### config.mk
export PLATFORM = sky130hd
export DESIGN_NAME = npu_dispatch_ctrl
export DESIGN_NICKNAME = d
export VERILOG_FILES = /design/src/rtl/npu_dispatch_ctrl_pkg.sv /design/src/rtl/npu_dispatch_ctrl_timeout_cnt.sv /design/src/rtl/npu_dispatch_ctrl.sv
export SDC_FILE = /design/constraint.sdc
export NUM_CORES = 1
export LEC_CHECK = 0
export BUFFER_PORTS_ARGS = -buffer_cell sky130_fd_sc_hd__clkbuf_2
export CELL_PAD_IN_SITES_DETAIL_PLACEMENT = 1
export CELL_PAD_IN_SITES_GLOBAL_PLACEMENT = 2
export CORE_MARGIN = 5
export CORE_UTILIZATION = 30
export CTS_CLUSTER_DIAMETER = 50
export CTS_CLUSTER_SIZE = 14
export DETAILED_ROUTE_END_ITERATION = 6
export PLACE_DENSITY = 0.91
export SKIP_CTS_REPAIR_TIMING = 1
export SLEW_MARGIN = 10
export SYNTH_ARGS = -nofsm -noshare
export SYNTH_HDL_FRONTEND = slang
export SYNTH_SLANG_ARGS = --single-unit
### constraint.sdc
create_clock -name clk -period 2.4 [get_ports clk]
set_clock_uncertainty 0.1 [all_clocks]
set_input_delay 0.12 -clock clk [delete_from_list [all_inputs] [get_ports clk]]
set_output_delay 0.12 -clock clk [all_outputs]
set_load 0.05 [all_outputs]
### src/rtl/npu_dispatch_ctrl_pkg.sv
`default_nettype none
// ============================================================================
// Module      : npu_dispatch_ctrl_pkg
// Description : Shared constants for the matr dispatch controller: R-type
//               opcode, matr funct7 code, FSM state encoding and the matr
//               decode helper.
// Revision    : 1.0 - initial release
// ============================================================================
package npu_dispatch_ctrl_pkg;

  localparam logic [6:0] OP_RTYPE    = 7'b0110011;
  localparam logic [6:0] MATR_FUNCT7 = 7'b0000011;

  localparam logic [1:0] S_IDLE  = 2'd0;
  localparam logic [1:0] S_ISSUE = 2'd1;
  localparam logic [1:0] S_WAIT  = 2'd2;
  localparam logic [1:0] S_WB    = 2'd3;

  // True when the instruction fields identify a matr R-type operation
  function automatic logic is_matr(input logic [6:0] opcode,
                                   input logic [6:0] funct7,
                                   input logic [6:0] matr_code);
    return (opcode == OP_RTYPE) && (funct7 == matr_code);
  endfunction

endpackage
`default_nettype wire

### src/rtl/npu_dispatch_ctrl_timeout_cnt.sv
`default_nettype none
// ============================================================================
// Module      : npu_timeout_cnt
// Description : Watchdog counter for an outstanding NPU operation. Cleared
//               when an operation starts, counts while enabled and flags
//               expiry in the cycle the count sits at TIMEOUT-1.
// Revision    : 1.0 - initial release
// ============================================================================
module npu_timeout_cnt #(
  parameter int TIMEOUT = 1024
) (
  input  logic clk,
  input  logic rst_n,
  input  logic i_clr,
  input  logic i_en,
  output logic o_expire
);

  localparam int              c_cnt_w = (TIMEOUT > 1) ? $clog2(TIMEOUT) : 1;
  localparam logic [c_cnt_w-1:0] c_last = c_cnt_w'(TIMEOUT - 1);

  logic [c_cnt_w-1:0] r_cnt;

  assign o_expire = i_en && (r_cnt == c_last);

  // Count enabled cycles, saturating at the expiry value
  always_ff @(posedge clk or negedge rst_n) begin
    if (!rst_n) begin
      r_cnt <= '0;
    end else if (i_clr) begin
      r_cnt <= '0;
    end else if (i_en && !o_expire) begin
      r_cnt <= r_cnt + 1'b1;
    end
  end

endmodule
`default_nettype wire

### src/rtl/npu_dispatch_ctrl.sv
`default_nettype none
// ============================================================================
// Module      : npu_dispatch_ctrl
// Description : Detects matr instructions in ID, freezes the pipeline while
//               the NPU executes them, and retires the result through a
//               dedicated one-cycle writeback strobe.
// Revision    : 1.0 - initial release
// ============================================================================
module npu_dispatch_ctrl #(
  parameter logic [6:0] MATR_FUNCT7 = npu_dispatch_ctrl_pkg::MATR_FUNCT7,
  parameter int         TIMEOUT     = 1024,
  parameter int         CNT_W       = 16
) (
  input  logic             clk,
  input  logic             rst_n,
  input  logic             i_id_valid,
  input  logic [6:0]       i_id_opcode,
  input  logic [6:0]       i_id_funct7,
  input  logic [4:0]       i_id_rd,
  input  logic [31:0]      i_rs1_data,
  input  logic [31:0]      i_rs2_data,
  input  logic             i_flush,
  output logic             o_npu_stall,
  output logic             o_ctrl_src,
  output logic             o_npu_req_valid,
  input  logic             i_npu_req_ready,
  output logic [31:0]      o_npu_req_a,
  output logic [31:0]      o_npu_req_b,
  input  logic             i_npu_done,
  input  logic [31:0]      i_npu_result,
  output logic             o_wb_valid,
  output logic [4:0]       o_wb_rd,
  output logic [31:0]      o_wb_data,
  output logic             o_npu_err,
  output logic [CNT_W-1:0] o_op_count
);

  import npu_dispatch_ctrl_pkg::*;

  logic [1:0]       r_state;
  logic [1:0]       w_state_nxt;
  logic [31:0]      r_req_a;
  logic [31:0]      r_req_b;
  logic [4:0]       r_rd;
  logic             r_drop;
  logic             r_wb_valid;
  logic [4:0]       r_wb_rd;
  logic [31:0]      r_wb_data;
  logic             r_err;
  logic [CNT_W-1:0] r_op_count;

  logic w_in_idle, w_in_issue, w_in_wait, w_in_wb;
  logic w_hit, w_hs, w_expire, w_drop_eff;
  logic w_done_ok, w_timeout, w_wait_exit;

  assign w_in_idle  = (r_state == S_IDLE);
  assign w_in_issue = (r_state == S_ISSUE);
  assign w_in_wait  = (r_state == S_WAIT);
  assign w_in_wb    = (r_state == S_WB);

  // rst_n gates the hit so every output reads 0 while reset is held
  assign w_hit = rst_n && w_in_idle && i_id_valid && !i_flush &&
                 is_matr(i_id_opcode, i_id_funct7, MATR_FUNCT7);
  assign w_hs  = w_in_issue && i_npu_req_ready;

  // A flush arriving in the same WAIT cycle as completion still squashes it
  assign w_drop_eff  = r_drop || i_flush;
  assign w_wait_exit = w_in_wait && (i_npu_done || w_expire);
  // Done has priority over a coincident expiry
  assign w_done_ok   = w_in_wait && i_npu_done && !w_drop_eff;
  assign w_timeout   = w_expire && ((w_in_issue && !w_hs && !i_flush) ||
                                    (w_in_wait && !i_npu_done));

  npu_timeout_cnt #(
    .TIMEOUT (TIMEOUT)
  ) u_timeout (
    .clk      (clk),
    .rst_n    (rst_n),
    .i_clr    (w_hit),
    .i_en     (w_in_issue || w_in_wait),
    .o_expire (w_expire)
  );

  // Next-state decode
  always_comb begin
    w_state_nxt = r_state;
    case (r_state)
      S_IDLE: begin
        if (w_hit) w_state_nxt = S_ISSUE;
      end
      S_ISSUE: begin
        if (w_hs)          w_state_nxt = S_WAIT;
        else if (i_flush)  w_state_nxt = S_IDLE;
        else if (w_expire) w_state_nxt = S_WB;
      end
      S_WAIT: begin
        if (i_npu_done || w_expire) w_state_nxt = w_drop_eff ? S_IDLE : S_WB;
      end
      default: w_state_nxt = S_IDLE;
    endcase
  end

  // State register and operand/destination latches
  always_ff @(posedge clk or negedge rst_n) begin
    if (!rst_n) begin
      r_state <= S_IDLE;
      r_req_a <= '0;
      r_req_b <= '0;
      r_rd    <= '0;
    end else begin
      r_state <= w_state_nxt;
      if (w_hit) begin
        r_req_a <= i_rs1_data;
        r_req_b <= i_rs2_data;
        r_rd    <= i_id_rd;
      end
    end
  end

  // Drop flag: the NPU cannot be cancelled, so a squashed op is tracked here
  always_ff @(posedge clk or negedge rst_n) begin
    if (!rst_n) begin
      r_drop <= 1'b0;
    end else if (w_in_idle || w_wait_exit) begin
      r_drop <= 1'b0;
    end else if ((w_hs && i_flush) || (w_in_wait && i_flush)) begin
      r_drop <= 1'b1;
    end
  end

  // Writeback strobe/data, loaded only for the single WB cycle
  always_ff @(posedge clk or negedge rst_n) begin
    if (!rst_n) begin
      r_wb_valid <= 1'b0;
      r_wb_rd    <= '0;
      r_wb_data  <= '0;
    end else if (w_state_nxt == S_WB) begin
      r_wb_valid <= 1'b1;
      r_wb_rd    <= r_rd;
      r_wb_data  <= w_done_ok ? i_npu_result : 32'd0;
    end else begin
      r_wb_valid <= 1'b0;
      r_wb_rd    <= '0;
      r_wb_data  <= '0;
    end
  end

  // Sticky timeout flag and completed-operation counter
  always_ff @(posedge clk or negedge rst_n) begin
    if (!rst_n) begin
      r_err      <= 1'b0;
      r_op_count <= '0;
    end else begin
      if (w_timeout) r_err <= 1'b1;
      if (w_done_ok) r_op_count <= r_op_count + 1'b1;
    end
  end

  assign o_npu_stall     = w_hit || w_in_issue || w_in_wait;
  assign o_ctrl_src      = w_in_wb;
  assign o_npu_req_valid = w_in_issue;
  assign o_npu_req_a     = r_req_a;
  assign o_npu_req_b     = r_req_b;
  assign o_wb_valid      = r_wb_valid;
  assign o_wb_rd         = r_wb_rd;
  assign o_wb_data       = r_wb_data;
  assign o_npu_err       = r_err;
  assign o_op_count      = r_op_count;

endmodule
`default_nettype wire

After elaboration in Yosys (flattened, before gate mapping)

Index checks and enable logic that the tools add are counted.

Add/subtract/negate cells: 2
Multiply operators: 0
Div/mod/pow operators: 0
$lt $le $gt $ge: 0
Eq/ne operators: 7
Shift operators: 0
Muxes and demuxes: 15
Bitwise logic cells: 0
Reductions and logical operators: 33

Operator list:

| operator                                             | number |
|---|---|
| two-way mux 32 bit                                   | 2 |
| two-way mux 10 bit                                   | 2 |
| logical AND 1 bit                                    | 17 |
| adder 16 x 1 -> 16 bit (second input constant)       | 1 |
| two-way mux 2 bit                                    | 6 |
| adder 10 x 1 -> 10 bit (second input constant)       | 1 |
| equality test 10 bit (second input constant)         | 1 |
| logical OR 1 bit                                     | 8 |
| equality test 7 x 2 -> 1 bit (second input constant) | 1 |
| equality test 7 x 6 -> 1 bit (second input constant) | 1 |
| equality test 2 bit (second input constant)          | 3 |
| one-hot mux 2 bit (3 select lines)                   | 1 |
| logical NOT 1 bit                                    | 5 |
| two-way mux 5 bit                                    | 1 |
| nonzero test 2 bit                                   | 2 |
| two-way mux 1 bit                                    | 3 |
| equality test 2 x 1 -> 1 bit (second input constant) | 1 |
| logical NOT 2 bit                                    | 1 |

Register bits: 137
Latch bits: 0
RAM bits: 0
Bits in read-only memories: 0
Input bits: 121
Output and inout port bits: 122
Logic and storage cells: 68
Memories kept: 0

Logic depth before layout (Yosys ltp)

Gate-level depths: netlist of run 1.

Depth after elaboration: 9
Mapped depth: 8
Mapped depth without buffers: 7

Hierarchy

Synthesis of run 1 repeated with hierarchy kept, for this count alone.

Cell total of the unflattened synthesis: 415
Area total of the unflattened synthesis: 5439.0 µm²

By module, submodules not included:

| module            | instances | cells an instance | area each (µm²) | sequential area each (µm²) |
|---|---|---|---|---|
| npu_dispatch_ctrl | 1         | 359               | 4884.7          | 3178.0 |
| npu_timeout_cnt   | 1         | 56                | 554.3           | 250.2 |

Worst setup path before layout of run 1

No wires, ideal clock.

Kind: register to register
From: register r_state[1]
To: register r_wb_data[10] (netlist: o_wb_data[10])
Setup time: 66 ps
Data arrival time: 2190 ps
Required time: 2234 ps
Path slack: 44 ps
Stages on the path, launching flop included: 9
Path buffers: 1
Period minus slack after synthesis: 2356 ps
Path through: dfrtp_1 > inv_1 > ha_1 > nor3b_1 > o21a_1 > a21oi_2 > a311oi_4 > buf_6 > and2_1

Longest elaborated chain between the ends: 9
Elaborated cells between the ends (all ways): 22
Those cells by class: eq/ne (3); mux (8); reduce/logical (11)

RTL lines:

| element                              | RTL line                            | RTL |
|---|---|---|
| start, declared                      | npu_dispatch_ctrl.sv:40             | `logic [1:0] r_state;` |
| start signal, assigned               | npu_dispatch_ctrl.sv:111            | `r_state <= w_state_nxt;` |
| equality test 2 x 1 -> 1 bit *       | npu_dispatch_ctrl.sv:57             | `assign w_in_issue = (r_state == S_ISSUE);` |
| named net o_npu_req_valid            | npu_dispatch_ctrl.sv:25             | `output logic o_npu_req_valid,` |
| logical OR 1 bit                     | npu_dispatch_ctrl.sv:80             | `.i_en (w_in_issue \|\| w_in_wait),` |
| logical AND 1 bit                    | npu_dispatch_ctrl_timeout_cnt.sv:24 | `assign o_expire = i_en && (r_cnt == c_last);` |
| two-way mux 2 bit                    | npu_dispatch_ctrl.sv:94             | `else if (w_expire) w_state_nxt = S_WB;` |
| two-way mux 2 bit                    | npu_dispatch_ctrl.sv:93             | `else if (i_flush) w_state_nxt = S_IDLE;` |
| two-way mux 2 bit                    | npu_dispatch_ctrl.sv:92             | `if (w_hs) w_state_nxt = S_WAIT;` |
| one-hot mux 2 bit (3 select lines) * | npu_dispatch_ctrl.sv:87             | `case (r_state)` |
| equality test 2 bit *                | npu_dispatch_ctrl.sv:137            | `end else if (w_state_nxt == S_WB) begin` |
| two-way mux 32 bit *                 | npu_dispatch_ctrl.sv:137            |  |
| end signal, assigned                 | npu_dispatch_ctrl.sv:140            | `r_wb_data <= w_done_ok ? i_npu_result : 32'd0;` |
| end, declared                        | npu_dispatch_ctrl.sv:48             | `logic [31:0] r_wb_data;` |

The timed path passes the listed nets; every way through them passes the cells marked *.
A chain may end at the register's enable or synchronous reset.

Worst setup path in the final report of run 1

From: register r_state[0]
To: register r_wb_data[11] (netlist: o_wb_data[11])

Longest elaborated chain between the ends: 9
Elaborated cells between the ends (all ways): 22
Those cells by class: eq/ne (3); mux (8); reduce/logical (11)

RTL lines:

| element                                                    | RTL line |
|---|---|
| equality test 2 x 1 -> 1 bit, or another cell as far along | npu_dispatch_ctrl.sv:57, npu_dispatch_ctrl.sv:87 |
| logical OR 1 bit or logical AND 1 bit (tied branches)      | npu_dispatch_ctrl.sv:80, npu_dispatch_ctrl.sv:62 |
| logical AND 1 bit (on tied branches)                       | npu_dispatch_ctrl_timeout_cnt.sv:24, npu_dispatch_ctrl.sv:62 |
| two-way mux 2 bit or logical AND 1 bit (tied branches)     | npu_dispatch_ctrl.sv:94, npu_dispatch_ctrl.sv:62 |
| two-way mux 2 bit or logical AND 1 bit (tied branches)     | npu_dispatch_ctrl.sv:93, npu_dispatch_ctrl.sv:62 |
| two-way mux 2 bit (on tied branches)                       | npu_dispatch_ctrl.sv:92, npu_dispatch_ctrl.sv:89 |
| one-hot mux 2 bit (3 select lines)                         | npu_dispatch_ctrl.sv:87 |
| equality test 2 bit                                        | npu_dispatch_ctrl.sv:137 |
| two-way mux 32 bit *                                       | npu_dispatch_ctrl.sv:137 |

Mark *: on every way between the ends. The rest lies on a longest branch, timed or not.

==> summary.txt, run 1 <==
Route
  – ANT nets after route: 0
  – Via count: ~4700
  – Drt wl/cell: 20.0 um
  – Drt pass-1 iters: 4
  – Detailed Route Iter0 Violations: 148
  – DRC viols: 0
  – Detailed Route WL: about 20000 um
  – Vias/cell: 4.59

Synth
  – Post-synth cell types: 41
  – Synth Warn #: 0
  – Synth Area per Inst: 13.8 um^2
  – Net Count, Synth: 523
  – Number of synthesized flops with an enable pin: 0
  – Register bit count reported by yosys: 137
  – Seq/Total Area, Yosys: between 60% and 70%
  – Synthesized instance count: about 400
  – Synthesized area: 5480 um^2
  – Async set or reset register ratio after synthesis: 100%
  – Main flop type after synthesis: dfrtp_1

STA
  – Max Freq: 422 MHz
  – Fin crit period: 2.37 ns
  – Final setup fails: 0
  – Final hold viol count: 0
  – Fin Hold WS: 0.0305 ns
  – Final worst path period share: between 90% and 100%
  – Setup TNS: 0 ns
  – Max-slew violations: 0
  – Setup WS post-layout: approximately 0.031 ns
  – Rel. slew slack: 48.6%
  – Worst slew pin tran: 0.772 ns
  – Unrepaired setup endpoints after global routing: yes

Layout
  – Synthesis-to-layout area growth: 60.8%
  – Layout Utilization: 49.1%
  – Most common cell after layout, fill and taps aside: clkbuf_2
  – Finished Layout Cells: approximately 1000
  – Fin nets: 898
  – Most frequent cells in the layout: clkbuf_2, dfrtp_1, dlygate4sd3_1
  – Final Instance Area: 8820 um^2
  – Layout cells sized above 1: roughly 44%

Place
  – Final GP Congestion: 0.855
  – Inst Count DP: between 800 and 900
  – IO buf count: 242
  – DP Area: 6990 um^2
  – Pre-CTS setup slack: approximately 0.041 ns
  – Detailed placement HPWL: 12500 um

Global route
  – Initial antenna violation count: 3
  – GRT Residual Overflow: 0
  – Global-route wire length before repair: about 26000 um
  – Largest net degree at the start of global routing: 81
  – GRT Util Overall: ~15%
  – Vias in the first global route: 4614

Floorplan
  – X dimension of the die: 145 um
  – Die Area: ~21000 um^2
  – I/O pin cnt: 243
  – Cell Rows: 49
  – Initial Utilization: 30.5%
  – Die Y: between 100 and 150 um
  – Core Footprint: 18000 um^2

CTS
  – Clock Latency Late Sink: roughly 0.4 ns
  – Htree depth: 4
  – CTS tree: done
  – CTS max path bufs: 2
  – CTS Buf Count: 17
  – Root buffer cell: clkbuf_16
  – Clock slew at reported path FFs: 0.06 ns
  – Clk sinks: 137

Setup path
  – CP Capture Type: flip-flop
  – Required @ worst endpoint: 2.65 ns
  – Setup crit start kind: flip-flop
  – Worst-path fanout max: 8
  – Kind of critical path: reg2reg
  – Critical path arrival: 2.61 ns

Run status
  – Run status: finished, final reports clean

Job
  – Max Cap Violations: 0

Power
  – Worst vdd ir: 0.535 mV
  – Leakage: 4.68 nW
  – Power density relative to cell area: 774 nW/um^2
  – Overall Power: 6.82 mW

Min path
  – HP Class: in2reg
Yosys cell counts (2+ instances only):
cell | number | share of area [%]
a21oi_1 | 5 | 0.46
and2_1 | 32 | 3.7
and3_1 | 4 | 0.46
and4_1 | 2 | 0.32
buf_6 | 10 | 2.1
dfrtp_1 | 137 | 63
ha_1 | 6 | 1.4
inv_1 | 8 | 0.55
mux2_1 | 38 | 7.8
mux2_2 | 31 | 6.4
nand2_1 | 27 | 1.8
nand3_1 | 5 | 0.46
nand4_1 | 9 | 1.0
nand4b_1 | 2 | 0.32
nor2_1 | 20 | 1.4
nor3_1 | 3 | 0.27
nor3b_1 | 6 | 0.82
nor4_1 | 4 | 0.46
o21ai_0 | 3 | 0.27
or3_1 | 2 | 0.23
xnor2_1 | 15 | 2.4
xor2_1 | 8 | 1.3
worst max-delay path, stage by stage (launching register included):
cell,delay (ns)
dfrtp_1,0.42
inv_2,0.11
ha_4,0.14
nand4b_1,0.15
buf_4,0.18
nor4_4,0.24
a21oi_2,0.12
a311oi_4,0.38
buf_6,0.18
clkbuf_16,0.15
and2_1,0.13
worst paths after layout:
path                                      from        endpoint  slack (ns)  cells past startpoint
min in group asynchronous                rst_n  o_npu_req_a[1]        0.04                      2
worst max-delay path                r_state[0]   o_wb_data[11]        0.03                     10
max in group asynchronous                rst_n   o_wb_data[15]        1.11                      3
worst min-delay path                   i_flush          r_drop        0.03                      3
worst max register to register      r_state[0]   o_wb_data[11]        0.03                     10
worst min register to register  o_op_count[13]  o_op_count[13]        0.38                      1
layer usage:
layer | part of all wire, % | GRT usage, %
met3 | 5.1 | 5.71
met5 | 0.094 | 0
met2 | 54 | 27.0
met1 | 39 | 17.5
met4 | 1.7 | 4.29
state kept, by name, indices dropped and copies added, names as in the netlist:
signal           cells
o_npu_req_a         32
r_drop               1
o_op_count          16
r_state              2
r_rd                 5
o_wb_valid           1
o_wb_data           32
o_npu_req_b         32
o_wb_rd              5
u_timeout.r_cnt     10
o_npu_err            1
power breakdown:
group / switching, mW / total (mW) / internal [mW] / leakage, nW
Combinational: 0.873 / 1.51 / 0.632 / 2.51
Clock: 1.03 / 2.67 / 1.64 / 0.291
Sequential: 0.182 / 2.65 / 2.46 / 1.88
kinds of logic (layout without fill, tap and decap cells):
logic type	Yosys count	after routing	share of synthesized area [%]
adder cells (fa/ha/maj)	6	6	1.37
other	0	3	0
multiplexers	70	70	14.4
flip-flops	137	137	62.5
buffers and inverters	20	407	2.81
AO/OA/AOI/OAI	17	17	2.44
AND/OR/NAND/NOR	123	123	12.8
XOR/XNOR	23	23	3.67
area by class of cell:
class                           count  area (um^2)
Fill cell                        1921         9150
Sequential cell                   137         3430
Timing Repair Buffer              368         2510
Multi-Input combinational cell    239         1950
Clock buffer                       17          425
Tap cell                          229          287
Clock inverter                     14          175
Inverter                            8         30.0
Antenna cell                        3         7.51
Power figures use the tool's default switching activity.
==> run 2: changes to the inputs <==
- SETUP_SLACK_MARGIN: unset -> 0.4
==> run 2 against run 1 <==
Net effect:
- the flow now finishes with violations (hold timing)
- cell count grew 1.5%
- sequential power is essentially flat
- clock-buffer cell count is the same
- via count grew 1.8%
- power grew 0.41%
- largest cell class unchanged
==> summary.txt, run 2 (synthesized netlist as in run 1, its figures left out) <==
CTS
  – CTS tree: done
  – Clk sinks: between 100 and 150
  – CTS Buf Count: 17
  – CTS max path bufs: 2
  – Root buffer cell: clkbuf_16
  – Clock Latency Late Sink: around 0.42 ns
  – Clock slew at reported path FFs: about 0.070 ns
  – Htree depth: 4

Route
  – DRC viols: 0
  – Drt wl/cell: roughly 22 um
  – Via count: between 4000 and 5000
  – Vias/cell: 4.61
  – Detailed Route Iter0 Violations: ~110
  – Drt pass-1 iters: 4
  – Detailed Route WL: 22300 um
  – ANT nets after route: 0

Floorplan
  – Die Y: 145 um
  – Cell Rows: 49
  – X dimension of the die: roughly 150 um
  – Core Footprint: around 18000 um^2
  – Initial Utilization: 30.5%
  – Die Area: about 21000 um^2
  – I/O pin cnt: 243

STA
  – Final worst path period share: 92.2%
  – Max Freq: between 400 and 500 MHz
  – Max-slew violations: 0
  – Setup TNS: 0 ns
  – Unrepaired setup endpoints after global routing: yes
  – Fin Hold WS: -0.00107 ns
  – Worst slew pin tran: 0.905 ns
  – Rel. slew slack: about two fifths
  – Final setup fails: 0
  – Final hold viol count: 1
  – Fin crit period: 2.21 ns

Global route
  – Largest net degree at the start of global routing: 73
  – GRT Util Overall: 15.8%
  – Initial antenna violation count: 2
  – GRT Residual Overflow: 0
  – Vias in the first global route: 4614
  – Global-route wire length before repair: around 26000 um

Setup path
  – Setup crit start kind: flip-flop
  – Critical path arrival: ~2.5 ns
  – CP Cell Sequence: inv_2 > ha_4 > inv_1 > nor4_4 > nand2_2 > a311oi_4 > buf_6 > clkbuf_16 > and2_4
  – Worst-path fanout max: 8
  – Required @ worst endpoint: between 2 and 3 ns
  – CP max stage cell: dfrtp_1
  – CP Capture Type: flip-flop
  – Max incr delay on CP: 0.36 ns
  – Kind of critical path: reg2reg

Place
  – IO buf count: about 240
  – Detailed placement HPWL: 12800 um
  – Final GP Congestion: approximately 0.80
  – Inst Count DP: 870

Layout
  – Most frequent cells in the layout: clkbuf_2, dfrtp_1, dlygate4sd3_1
  – Layout Utilization: 51.5%
  – Filler Cell Count: 1876
  – Fin nets: 913
  – Layout cells sized above 1: 50.2%
  – Most common cell after layout, fill and taps aside: clkbuf_2
  – Synthesis-to-layout area growth: 68.7%
  – Finished Layout Cells: 1030

Min path
  – HP Class: in2reg

Power
  – Leakage: 4.82 nW
  – Overall Power: 6.85 mW
  – Power density relative to cell area: between 700 and 800 nW/um^2
  – Worst vdd ir: 0.519 mV

Run status
  – Run status: complete, but fails checks
  – Failing checks: hold timing

Job
  – Max Cap Violations: 0
[run 2: where the power goes]
group / internal (mW) / leakage, nW / switching, mW
clock: 1.47 / 0.283 / 1.16
sequential: 2.46 / 1.88 / 0.178
combinational: 0.656 / 2.66 / 0.926
total: 4.59 / 4.82 / 2.26
[run 2: critical path: cells and delay by family (launching register included)]
family | cells | cell delay, ns
adders and majority gates | 1 | 0.29
DFF | 1 | 0.36
buffers and inverters | 4 | 0.49
AOI/OAI and AO/OA | 1 | 0.31
and+or+nand+nor | 3 | 0.62
[run 2: per-stage QoR]
stage | instance area (um^2) | hold slack (ns) | setup slack, ns
6_report | 9250 | -0.00107 | 0.187
5_1_grt | 9250 | 0.0128 | 0.0651
4_1_cts | 7650 | -0.578 | -0.158
3_5_place_dp | 7070 | -0.123 | 0.110
3_3_place_gp | 7070 | -0.128 | 0.166
2_1_floorplan | 5540 | -0.276 | 0.317
[run 2: layer usage]
metal	vias up	wire length [um]	GRT usage, %
met4	0	407	6.39
met3	27	1180	5.49
met1	2396	8510	18.2
met2	174	12200	27.0
met5	-	0	0
li1	2150	-	-
[run 2: area by class of cell]
type	instances	area, um^2	share of cell area, %
sequential	137	3430	37.1
multi-input combinational	239	2140	23.2
tap	229	287	3.10
timing repair buffer	383	2770	30.0
clock inverter	15	156	1.69
clock buffer	17	425	4.60
inverter	8	30.0	0.325
antenna	2	5.00	0.0541
[run 2: final timing paths]
path                                 from               to  slack, ns  depth (start not counted)
max reg2reg                    r_state[1]    o_wb_data[10]       0.19                          9
max                            r_state[1]    o_wb_data[10]       0.19                          9
min                            i_npu_done           r_drop     -0.001                          4
max in group asynchronous           rst_n   o_npu_req_a[8]       0.79                          3
min reg2reg                o_op_count[15]   o_op_count[15]       0.37                          1
min in group asynchronous           rst_n  o_npu_req_b[15]       0.26                          2
